`src/rtl/keypad_scan_ctrl.sv`:
```
// keypad_scan_ctrl
// Scans a 4x4 active-low keypad one column at a time, samples the rows once
// per column after a settle delay, classifies each full sweep and debounces
// the result over whole sweeps before publishing a hex key code.
module keypad_scan_ctrl #(
  parameter int SCAN_TICKS     = 100000,
  parameter int SETTLE_TICKS   = 8,
  parameter int DEBOUNCE_SCANS = 4
) (
  input  logic       clk,
  input  logic       rst,
  input  logic [3:0] row,
  output logic [3:0] col,
  output logic [3:0] key_code,
  output logic       key_valid,
  output logic       key_held
);

  localparam int CW = $clog2(SCAN_TICKS);
  localparam int NW = $clog2(DEBOUNCE_SCANS + 1);

  localparam logic [CW-1:0] DWELL_LAST = CW'(SCAN_TICKS - 1);
  localparam logic [CW-1:0] SAMPLE_AT  = CW'(SETTLE_TICKS - 1);
  localparam logic [NW-1:0] CNT_ONE    = NW'(1);
  localparam logic [NW-1:0] CNT_DONE   = NW'(DEBOUNCE_SCANS);
  localparam bit            SINGLE     = (DEBOUNCE_SCANS == 1);

  typedef enum logic [1:0] {
    S_IDLE        = 2'd0,
    S_PRESS_CHK   = 2'd1,
    S_HELD        = 2'd2,
    S_RELEASE_CHK = 2'd3
  } state_t;

  // Map a (column, row) position to the printed key legend.
  function automatic logic [3:0] key_map(input logic [1:0] c, input logic [1:0] r);
    logic [3:0] v;
    case ({c, r})
      4'b00_00: v = 4'h1;
      4'b00_01: v = 4'h4;
      4'b00_10: v = 4'h7;
      4'b00_11: v = 4'h0;
      4'b01_00: v = 4'h2;
      4'b01_01: v = 4'h5;
      4'b01_10: v = 4'h8;
      4'b01_11: v = 4'hF;
      4'b10_00: v = 4'h3;
      4'b10_01: v = 4'h6;
      4'b10_10: v = 4'h9;
      4'b10_11: v = 4'hE;
      4'b11_00: v = 4'hA;
      4'b11_01: v = 4'hB;
      4'b11_10: v = 4'hC;
      default:  v = 4'hD;
    endcase
    return v;
  endfunction

  logic [CW-1:0]      r_dwell;
  logic [1:0]         r_col_idx;
  logic [3:0][3:0]    r_samp;
  state_t             r_state;
  logic [NW-1:0]      r_cnt;
  logic [3:0]         r_cand;
  logic [3:0]         r_key_code;
  logic               r_key_valid;

  state_t             w_state_nxt;
  logic [NW-1:0]      w_cnt_nxt;
  logic [NW-1:0]      w_cnt_inc;
  logic [3:0]         w_cand_nxt;
  logic               w_accept;
  logic               w_dwell_wrap;
  logic               w_sample;
  logic               w_sweep_end;
  logic [4:0]         w_zeros;
  logic [3:0]         w_code;
  logic               w_none;
  logic               w_one;

  assign w_dwell_wrap = (r_dwell == DWELL_LAST);
  assign w_sample     = (r_dwell == SAMPLE_AT);
  assign w_sweep_end  = w_dwell_wrap && (r_col_idx == 2'd3);
  assign w_cnt_inc    = r_cnt + CNT_ONE;

  // Dwell counter and column index; column advances as the dwell wraps.
  always_ff @(posedge clk or negedge rst) begin
    if (!rst) begin
      r_dwell   <= '0;
      r_col_idx <= 2'd0;
    end else if (w_dwell_wrap) begin
      r_dwell   <= '0;
      r_col_idx <= r_col_idx + 2'd1;
    end else begin
      r_dwell   <= r_dwell + CW'(1);
    end
  end

  // Capture the row lines for the active column once the lines have settled.
  always_ff @(posedge clk or negedge rst) begin
    if (!rst) begin
      r_samp <= {4{4'hF}};
    end else if (w_sample) begin
      r_samp[r_col_idx] <= row;
    end
  end

  // Classify the completed sweep: count pressed positions, remember the code.
  always_comb begin
    w_zeros = '0;
    w_code  = 4'h0;
    for (int c = 0; c < 4; c++) begin
      for (int r = 0; r < 4; r++) begin
        if (!r_samp[2'(c)][2'(3 - r)]) begin
          w_zeros = w_zeros + 5'd1;
          w_code  = key_map(2'(c), 2'(r));
        end
      end
    end
  end

  assign w_none = (w_zeros == 5'd0);
  assign w_one  = (w_zeros == 5'd1);

  // Debounce state register with its sweep counter and candidate code.
  always_ff @(posedge clk or negedge rst) begin
    if (!rst) begin
      r_state <= S_IDLE;
      r_cnt   <= '0;
      r_cand  <= 4'h0;
    end else begin
      r_state <= w_state_nxt;
      r_cnt   <= w_cnt_nxt;
      r_cand  <= w_cand_nxt;
    end
  end

  // Debounce next-state logic, evaluated only at the end of each sweep.
  always_comb begin
    w_state_nxt = r_state;
    w_cnt_nxt   = r_cnt;
    w_cand_nxt  = r_cand;
    w_accept    = 1'b0;
    if (w_sweep_end) begin
      case (r_state)
        S_IDLE: begin
          if (w_one) begin
            w_cand_nxt = w_code;
            if (SINGLE) begin
              w_state_nxt = S_HELD;
              w_cnt_nxt   = '0;
              w_accept    = 1'b1;
            end else begin
              w_state_nxt = S_PRESS_CHK;
              w_cnt_nxt   = CNT_ONE;
            end
          end
        end
        S_PRESS_CHK: begin
          if (w_one) begin
            if (w_code == r_cand) begin
              if (w_cnt_inc == CNT_DONE) begin
                w_state_nxt = S_HELD;
                w_cnt_nxt   = '0;
                w_accept    = 1'b1;
              end else begin
                w_cnt_nxt   = w_cnt_inc;
              end
            end else begin
              // A different single key restarts the count on the new code.
              w_cand_nxt = w_code;
              w_cnt_nxt  = CNT_ONE;
            end
          end else begin
            w_state_nxt = S_IDLE;
            w_cnt_nxt   = '0;
          end
        end
        S_HELD: begin
          // Ghosting or a second key while held does not end the press.
          if (w_none) begin
            if (SINGLE) begin
              w_state_nxt = S_IDLE;
              w_cnt_nxt   = '0;
            end else begin
              w_state_nxt = S_RELEASE_CHK;
              w_cnt_nxt   = CNT_ONE;
            end
          end
        end
        default: begin
          if (w_none) begin
            if (w_cnt_inc == CNT_DONE) begin
              w_state_nxt = S_IDLE;
              w_cnt_nxt   = '0;
            end else begin
              w_cnt_nxt   = w_cnt_inc;
            end
          end else begin
            w_state_nxt = S_HELD;
            w_cnt_nxt   = '0;
          end
        end
      endcase
    end
  end

  // Publish the accepted code and a one-cycle valid pulse.
  always_ff @(posedge clk or negedge rst) begin
    if (!rst) begin
      r_key_code  <= 4'h0;
      r_key_valid <= 1'b0;
    end else begin
      r_key_valid <= w_accept;
      if (w_accept) begin
        r_key_code <= w_code;
      end
    end
  end

  // Output decode: column drive and held flag derive from registered state.
  always_comb begin
    col       = ~(4'b1000 >> r_col_idx);
    key_code  = r_key_code;
    key_valid = r_key_valid;
    key_held  = (r_state == S_HELD) || (r_state == S_RELEASE_CHK);
  end

endmodule
```
`config.mk`:
```
export PLATFORM = sky130hd
export DESIGN_NAME = keypad_scan_ctrl
export DESIGN_NICKNAME = d
export VERILOG_FILES = /design/src/rtl/keypad_scan_ctrl.sv
export SDC_FILE = /design/constraint.sdc
export NUM_CORES = 1
export LEC_CHECK = 0
export CAP_MARGIN = 20
export CORE_ASPECT_RATIO = 1.4
export CORE_UTILIZATION = 30
export CTS_CLUSTER_DIAMETER = 30
export DETAILED_ROUTE_END_ITERATION = 12
export PLACE_DENSITY = 0.49
export SETUP_SLACK_MARGIN = 0.05
export SYNTH_ARGS = -nofsm -noshare
export SYNTH_HDL_FRONTEND = slang
export SYNTH_SLANG_ARGS = --single-unit
```
`constraint.sdc`:
```
create_clock -name clk -period 2.3 [get_ports clk]
set_clock_uncertainty 0.15 [all_clocks]
set_input_delay 0.345 -clock clk [delete_from_list [all_inputs] [get_ports clk]]
set_output_delay 0.345 -clock clk [all_outputs]
set_load 0.01 [all_outputs]
```
---- Word-level counts from Yosys, hierarchy flattened ----
Index checks and enable logic that the tools add are counted.
cells by class
  magnitude comparators ................... 2
  bitwise operators ....................... 2
  $add $sub $neg .......................... 2
  shifts and indexed selects .............. 1
  reduce and logical (&&, ||, !) cells .... 7
  mux-type cells .......................... 11
  eq/ne operators ......................... 6
operators with widths
  kind                   number
  $mux 4                 5
  $add 17x1->17 const B  1
  $eq 17x17->1 const B   1
  $eq 17x3->1 const B    1
  $mux 17                1
  $bwmux 16              1
  $demux 4 s2            1
  $eq 2x2->1 const B     3
  $not 4->4              1
  $shr 4x2->4 const A    1
  $lt 2x3->1 const B     1
  $reduce_or 3->1        1
  $add 2x1->2 const B    1
  $eq 2x1->1 const B     1
  $ge 2x1->1 const B     1
  $logic_and 1x1->1      2
  $logic_not 2->1        1
  $mux 1                 2
  $mux 2                 1
  $reduce_and 2->1       1
  $reduce_or 2->1        1
  $logic_or 1x1->1       1
  $not 1->1              1
word-level totals
  output and inout bits ................... 10
  register bits after elaboration ......... 42
  logic and storage cells ................. 40
  input port bits ......................... 6

---- Logic depth before layout (Yosys ltp) ----
Gate-level depths: netlist of the first run.
  word-level depth ........................ 5
  mapped depth ............................ 7
  mapped depth without buffers ............ 5

---- Least setup slack after synthesis of the first run ----
Ideal clock, no wire load.
  path kind ............................... register to register
  from .................................... register r_dwell[0]
  to ...................................... register r_dwell[15]
  setup time .............................. 0.125 ns
  cell stages (with the launch flop) ...... 8
  arrival time ............................ 1.458 ns
  buffers on the path ..................... 2
  slack ................................... 0.567 ns
  required time ........................... 2.025 ns
  clock period less this slack ............ 1.733 ns
  cell sequence ........................... dfrtp_1 -> ha_1 -> and4_1 -> buf_4 -> and4_4 -> buf_6 -> nor2_2 -> mux2_4
on the way
  longest elaborated chain between the ends .. 2
  elaborated cells on any way between the ends .. 3
  those cells by class .................... add/sub (1); eq/ne (1); mux (1)
RTL lines
  element                                        RTL line  text
  start, declared                                59        logic [CW-1:0] r_dwell;
  start signal, assigned                         95        r_dwell <= r_dwell + CW'(1);
  $add 17x1->17 or $eq 17x17->1 (tied branches)  95, 81
  $mux 17 (*)                                    91        end else if (w_dwell_wrap) begin
Every way passes the cells marked *; elsewhere a longest branch is shown, timed or not.
A chain may end at the register's enable or synchronous reset.

---- Worst setup path after layout of the first run ----
  from .................................... register r_col_idx[0]
  to ...................................... output col[3]
on the way
  longest elaborated chain between the ends .. 2
RTL lines
  element                 RTL line  text
  start, declared         60        logic [1:0] r_col_idx;
  start signal, assigned  93        r_col_idx <= r_col_idx + 2'd1;
  $shr 4x2->4             223       col = ~(4'b1000 >> r_col_idx);
  $not 4->4               223
  end, declared           13        output logic [3:0] col,
No other way between the ends.

==> impl_metrics.tcl, run 1 <==
set metrics [dict create \
    ant_nets 0 \
    reg2reg_from "r_dwell[0]$_DFF_PN0_" \
    cp-end-kind "output port" \
    ff_latch_area_um2 475 \
    syn_inst 92 \
    switchingPower_uw 115 \
    hold_viol 0 \
    crit_path_max_fanout 3 \
    cts-root-buf "clkbuf_8" \
    yosys.area.top_type_share_pct 47.2 \
    dieArea_um2 3600 \
    viasPerCell 4.57 \
    final_util_pct 35.6 \
    cts.htree.levels 1 \
    multiInputGateArea_um2 464 \
    timing.final.crit_period_ns 1.99 \
    rrSetupSlack_ns 0.53 \
    seqPwrFrac_pct 58.2 \
    reg2regPathDepth 4 \
    peakVddDrop_uv 352 \
    worst_setup_path_start_kind "flop" \
    wl_um 1590 \
    internal-power_uw 460 \
    powerDensity_nw_per_um2 512 \
    maxCapViolations 0 \
    synth_top_cells_by_area "dfrtp_1 47%, xor2_1 7.0%, ha_1 6.2%" \
    synth_edf_count 0 \
    fin_total_pwr_uw 574 \
    leakage_nw 0.538 \
    comb_power_share_pct 2.4 \
    path_cells "inv_1 > ha_1 > inv_1 > clkdlybuf4s50_1" \
    drc 0 \
    ctsHoldBuffers 0 \
    fin_crit_sh_pct 86.4 \
    post_cts_buffers 0 \
    cts.clk_slew.worst_paths_ns 0.07 \
    dpl.hpwl_um 1180 \
    syn_to_final_growth_pct 11.3 \
    rsz0062_at_grt "false" \
    initial_core_util_pct 31.9 \
    grt_pass1_wl_um 2850 \
    diodes 0 \
    criticalPathCategory "flop to output port" \
    max_stage_delay_ns 0.52 \
    numCtsBuffers 3 \
    cts_buffer_depth 2 \
    placed_cells 135 \
    cts_sinks 19 \
    setup_tns_ns 0 \
    yosysMostFrequentCell "dfrtp_1" \
    synth-seq-cells 19 \
    p_sw_share_pct 20.0 \
    outcome "finished, final reports clean" \
    synth.avg_cell_area_um2 10.9 \
    cts_tree "done" \
    ctsResizeCount 0 \
    final-instance-count-excl-fill 139 \
    r2r_end "r_col_idx[1]$_DFFE_PN0N_" \
    ys_types 23 \
    yosysSeqAreaShare_pct 47.2 \
    worstSkewPairLatency_ns 0.25 \
    nets 112 \
    setup_viol 0 \
    cp.required_ns 1.80 \
    whs_ns 0.270 \
    critical-path-slowest-cell "clkdlybuf4s50_1" \
    grt_max_degree 20 \
    netlist_area_um2 1010 \
    max_freq_ghz 0.503 \
    power_frac_clock_pct 39.5 \
    critPathArrivalTime_ns 1.49 \
    top_level_ports 16 \
    die_h_um 70.6 \
    drt-pass1-iter-count 2 \
    synth_commonest_cells "19 x dfrtp_1, 9 x nor2_1, 8 x xor2_1" \
    drive_gt1_share_pct 11.0 \
    wl_per_cell_um 11.5 \
    core_um2 3150 \
    async_flop_share_pct 100 \
    gp_congestion 0.680 \
    min_path_type "primary input to asynchronous set/reset pin" \
    synth_area_leader_cell "dfrtp_1" \
    rows 24 \
    grt-ovfl-total 0 \
    antenna_found_initial 0 \
    num-fill-cells 338 \
    drv_slew 0 \
    yosysWarningCount 0 \
    io_buffers 5 \
    die_x_um 51.0 \
    track_usage_pct 10.4 \
    first_global_vias 655 \
    vias 635 \
    crit_top_cell "inv_1" \
    synth_flop_cell "dfrtp_1" \
    drtIter0Drc 7 \
]
per-layer routing:
layer	vias up	GRT usage, %	share of wire (%)
met3	4	1.29	2.1
met1	311	12.4	44
met5	-	0	0
li1	312	-	-
met4	0	5.56	1.9
met2	8	17.7	52
flip-flops by register name, indices dropped and copies added, names as in the netlist:
name,flops
r_dwell,17
r_col_idx,2
metrics by stage:
| step | setup WS, ns | instance area (µm²) |
|---|---|---|
| 2_1_floorplan | 0.567 | 1030 |
| 3_5_place_dp | 0.525 | 1080 |
| 6_report | 0.313 | 1120 |
| 5_1_grt | 0.213 | 1120 |
| 4_1_cts | 0.296 | 1120 |
| 3_3_place_gp | 0.522 | 1080 |
worst max-delay path: cells and delay by family, from the launching register on:
| kind | cells | cell delay [ns] |
|---|---|---|
| buf+inv | 3 | 0.66 |
| flops | 1 | 0.38 |
| fa+ha+maj | 1 | 0.20 |
layout make-up:
cell class                      instances  area share [%]
Timing Repair Buffer                    7            5.80
Multi-Input combinational cell         64            41.4
Clock buffer                            4            4.02
Sequential cell                        19            42.4
Inverter                                6            2.01
Tap cell                               39            4.35
cell usage in the layout, fill, tap and decap left out:
cell type,instances
dfrtp_1,19
nor2_1,9
xor2_1,8
xnor2_1,7
inv_1,6
conb_1,6
nand3_1,5
ha_1,5
clkdlybuf4s50_1,5
and4_1,4
nand4_1,4
nand2_1,4
and3_1,3
clkbuf_8,3
buf_4,2
and4_2,1
nor4b_1,1
and4b_1,1
nor4b_2,1
and4_4,1
nor2_2,1
mux2_4,1
and2b_1,1
mux2_2,1
clkbuf_1,1
power by group through the flow:
stage               registers [mW]  clock network, mW  logic (mW)
floorplan                    0.340                  0      0.0118
global placement             0.340                  0      0.0137
detailed placement           0.340                  0      0.0139
CTS                          0.334              0.235      0.0140
global route                 0.334              0.244      0.0161
finish                       0.334              0.227      0.0135
cells by family (layout without fill, tap and decap cells):
family        count (synthesis)  in the layout  synth area share (%)
simple gates                 36             36                  22.0
flops                        19             19                  47.2
xor+xnor                     15             15                  13.0
buf+inv                      14             17                  8.57
fa+ha+maj                     5              5                  6.21
mux                           2              2                  2.61
other cells                   1              6                 0.372
worst max path at each step:
stage                                to                      from  slack (ns)  cells past startpoint
6_report                         col[3]  r_col_idx[0]$_DFFE_PN0N_        0.31                      4
5_1_grt                          col[1]  r_col_idx[0]$_DFFE_PN0N_        0.21                      4
4_1_cts                          col[3]  r_col_idx[0]$_DFFE_PN0N_        0.30                      4
3_5_place_dp   r_col_idx[1]$_DFFE_PN0N_      r_dwell[0]$_DFF_PN0_        0.52                      4
3_3_place_gp   r_col_idx[1]$_DFFE_PN0N_      r_dwell[0]$_DFF_PN0_        0.52                      4
2_1_floorplan     r_dwell[15]$_DFF_PN0_      r_dwell[0]$_DFF_PN0_        0.57                      7
Power figures use the tool's default switching activity.
==> run 2: changes to the inputs <==
CELL_PAD_IN_SITES_DETAIL_PLACEMENT = 0   (was unset)
CELL_PAD_IN_SITES_GLOBAL_PLACEMENT = 1   (was unset)
CORE_MARGIN = 5   (was unset)
PLACE_DENSITY = 0.59   (was 0.49)
==> impl_metrics.tcl, run 2 (synthesis results as in run 1) <==
set metrics [dict create \
    hold_viol 0 \
    io_buffers 5 \
    final_util_pct 33.8 \
    reg_top3 "r_dwell x17, r_col_idx x2" \
    viasPerCell 4.51 \
    drt-pass1-iter-count 4 \
    peakVddDrop_uv 317 \
    grtUsageMet2_pct 13.6 \
    critPathArrivalTime_ns 1.48 \
    final_common_cell "dfrtp_1" \
    cts_buffer_depth 2 \
    worst_setup_path_start_kind "flop" \
    numCtsBuffers 3 \
    cts-root-buf "clkbuf_8" \
    core_um2 3320 \
    cts.clk_slew.worst_paths_ns 0.07 \
    maxCapViolations 0 \
    drv_slew 0 \
    vias 631 \
    drive_gt1_share_pct 11.0 \
    setup_viol 0 \
    max_freq_ghz 0.506 \
    dieArea_um2 4630 \
    worstSkewPairLatency_ns 0.25 \
    met3_usage_pct 1.64 \
    num-fill-cells 374 \
    largest_reg_flops 17 \
    cts.htree.levels 1 \
    diodes 0 \
    first_global_vias 669 \
    powerDensity_nw_per_um2 510 \
    cp.required_ns 1.80 \
    leakage_nw 0.538 \
    criticalPathCategory "flop to output port" \
    die_h_um 78.6 \
    top_usage_layer "met2" \
    ff_latch_area_um2 475 \
    multiInputGateArea_um2 464 \
    grt_max_degree 20 \
    top_level_ports 16 \
    syn_to_final_growth_pct 11.4 \
    rsz0062_at_grt "false" \
    setup_tns_ns 0 \
    fin_crit_sh_pct 85.9 \
    grt_util_met1_pct 9.89 \
    track_usage_pct 8.24 \
    crit_path_max_fanout 3 \
    antenna_found_initial 0 \
    ctsHoldBuffers 0 \
    initial_core_util_pct 30.4 \
    nets 112 \
    ctsResizeCount 0 \
    grt_pass1_wl_um 2960 \
    ant_nets 0 \
    wl_um 1660 \
    drc 0 \
    cts_tree "done" \
    die_x_um 59.0 \
    cts_sinks 19 \
    timing.final.crit_period_ns 1.98 \
    top_register "r_dwell" \
    post_cts_buffers 0 \
    gp_congestion 0.773 \
    final_cell_mix "19 x dfrtp_1, 9 x nor2_1, 8 x xor2_1, 7 x xnor2_1" \
    grt-ovfl-total 0 \
    outcome "finished, final reports clean" \
    min_path_type "primary input to asynchronous set/reset pin" \
    wl_per_cell_um 11.9 \
    rows 25 \
    drtIter0Drc 12 \
    cp-end-kind "output port" \
    dpl.hpwl_um 1240 \
]
==> run 2: cell counts in the layout (fill, tap and decap cells not counted) <==
Identical to the previous run, type by type.
==> run 2: metrics by stage <==
step / hold WS (ns) / total power, mW / cells / setup slack [ns] / area, µm²
floorplan: -0.101 / 0.352 / 97 / 0.567 / 1030
CTS: 0.271 / 0.588 / 140 / 0.296 / 1120
global placement: 0.332 / 0.354 / 136 / 0.506 / 1080
global route: 0.299 / 0.608 / 140 / 0.250 / 1120
detailed placement: 0.347 / 0.354 / 136 / 0.478 / 1080
finish: 0.271 / 0.572 / 140 / 0.324 / 1120
==> run 2: path summary, 6_finish.rpt <==
path	from	to	slack, ns	depth (start not counted)
setup / recovery	r_col_idx[0]$_DFFE_PN0N_	col[3]	0.32	4
hold reg to reg	r_dwell[0]$_DFF_PN0_	r_dwell[0]$_DFF_PN0_	0.35	1
hold / removal	rst	r_dwell[3]$_DFF_PN0_	0.27	2
setup reg to reg	r_dwell[0]$_DFF_PN0_	r_col_idx[1]$_DFFE_PN0N_	0.48	4
max in group asynchronous	rst	r_dwell[1]$_DFF_PN0_	1.52	2
min in group clk	r_dwell[0]$_DFF_PN0_	r_dwell[0]$_DFF_PN0_	0.35	1
==> run 2: metal layers <==
metal  vias up  share of wire (%)
met5         -                  0
met4         0               0.48
met3         2                3.3
met2         7                 51
met1       308                 45
li1        314                  -
==> run 2: worst max-delay path: stages (launching register included) <==
cell and delay (ns):
dfrtp_1 0.37, inv_1 0.09, ha_1 0.20, inv_1 0.05
clkdlybuf4s50_1 0.52
==> run 2: cell type report <==
class / count / share of cell area [%]
inverter: 6 / 2.01
tap: 40 / 4.46
multi-input combinational: 64 / 41.4
sequential: 19 / 42.4
clock buffer: 4 / 4.01
timing repair buffer: 7 / 5.80
==> run 2: power by group <==
part / internal, mW / leakage [nW] / total, mW / switching, mW
sequential: 0.334 / 0.251 / 0.334 / 0
clock: 0.123 / 0.0228 / 0.225 / 0.102
combinational: 0.00260 / 0.264 / 0.0136 / 0.0110
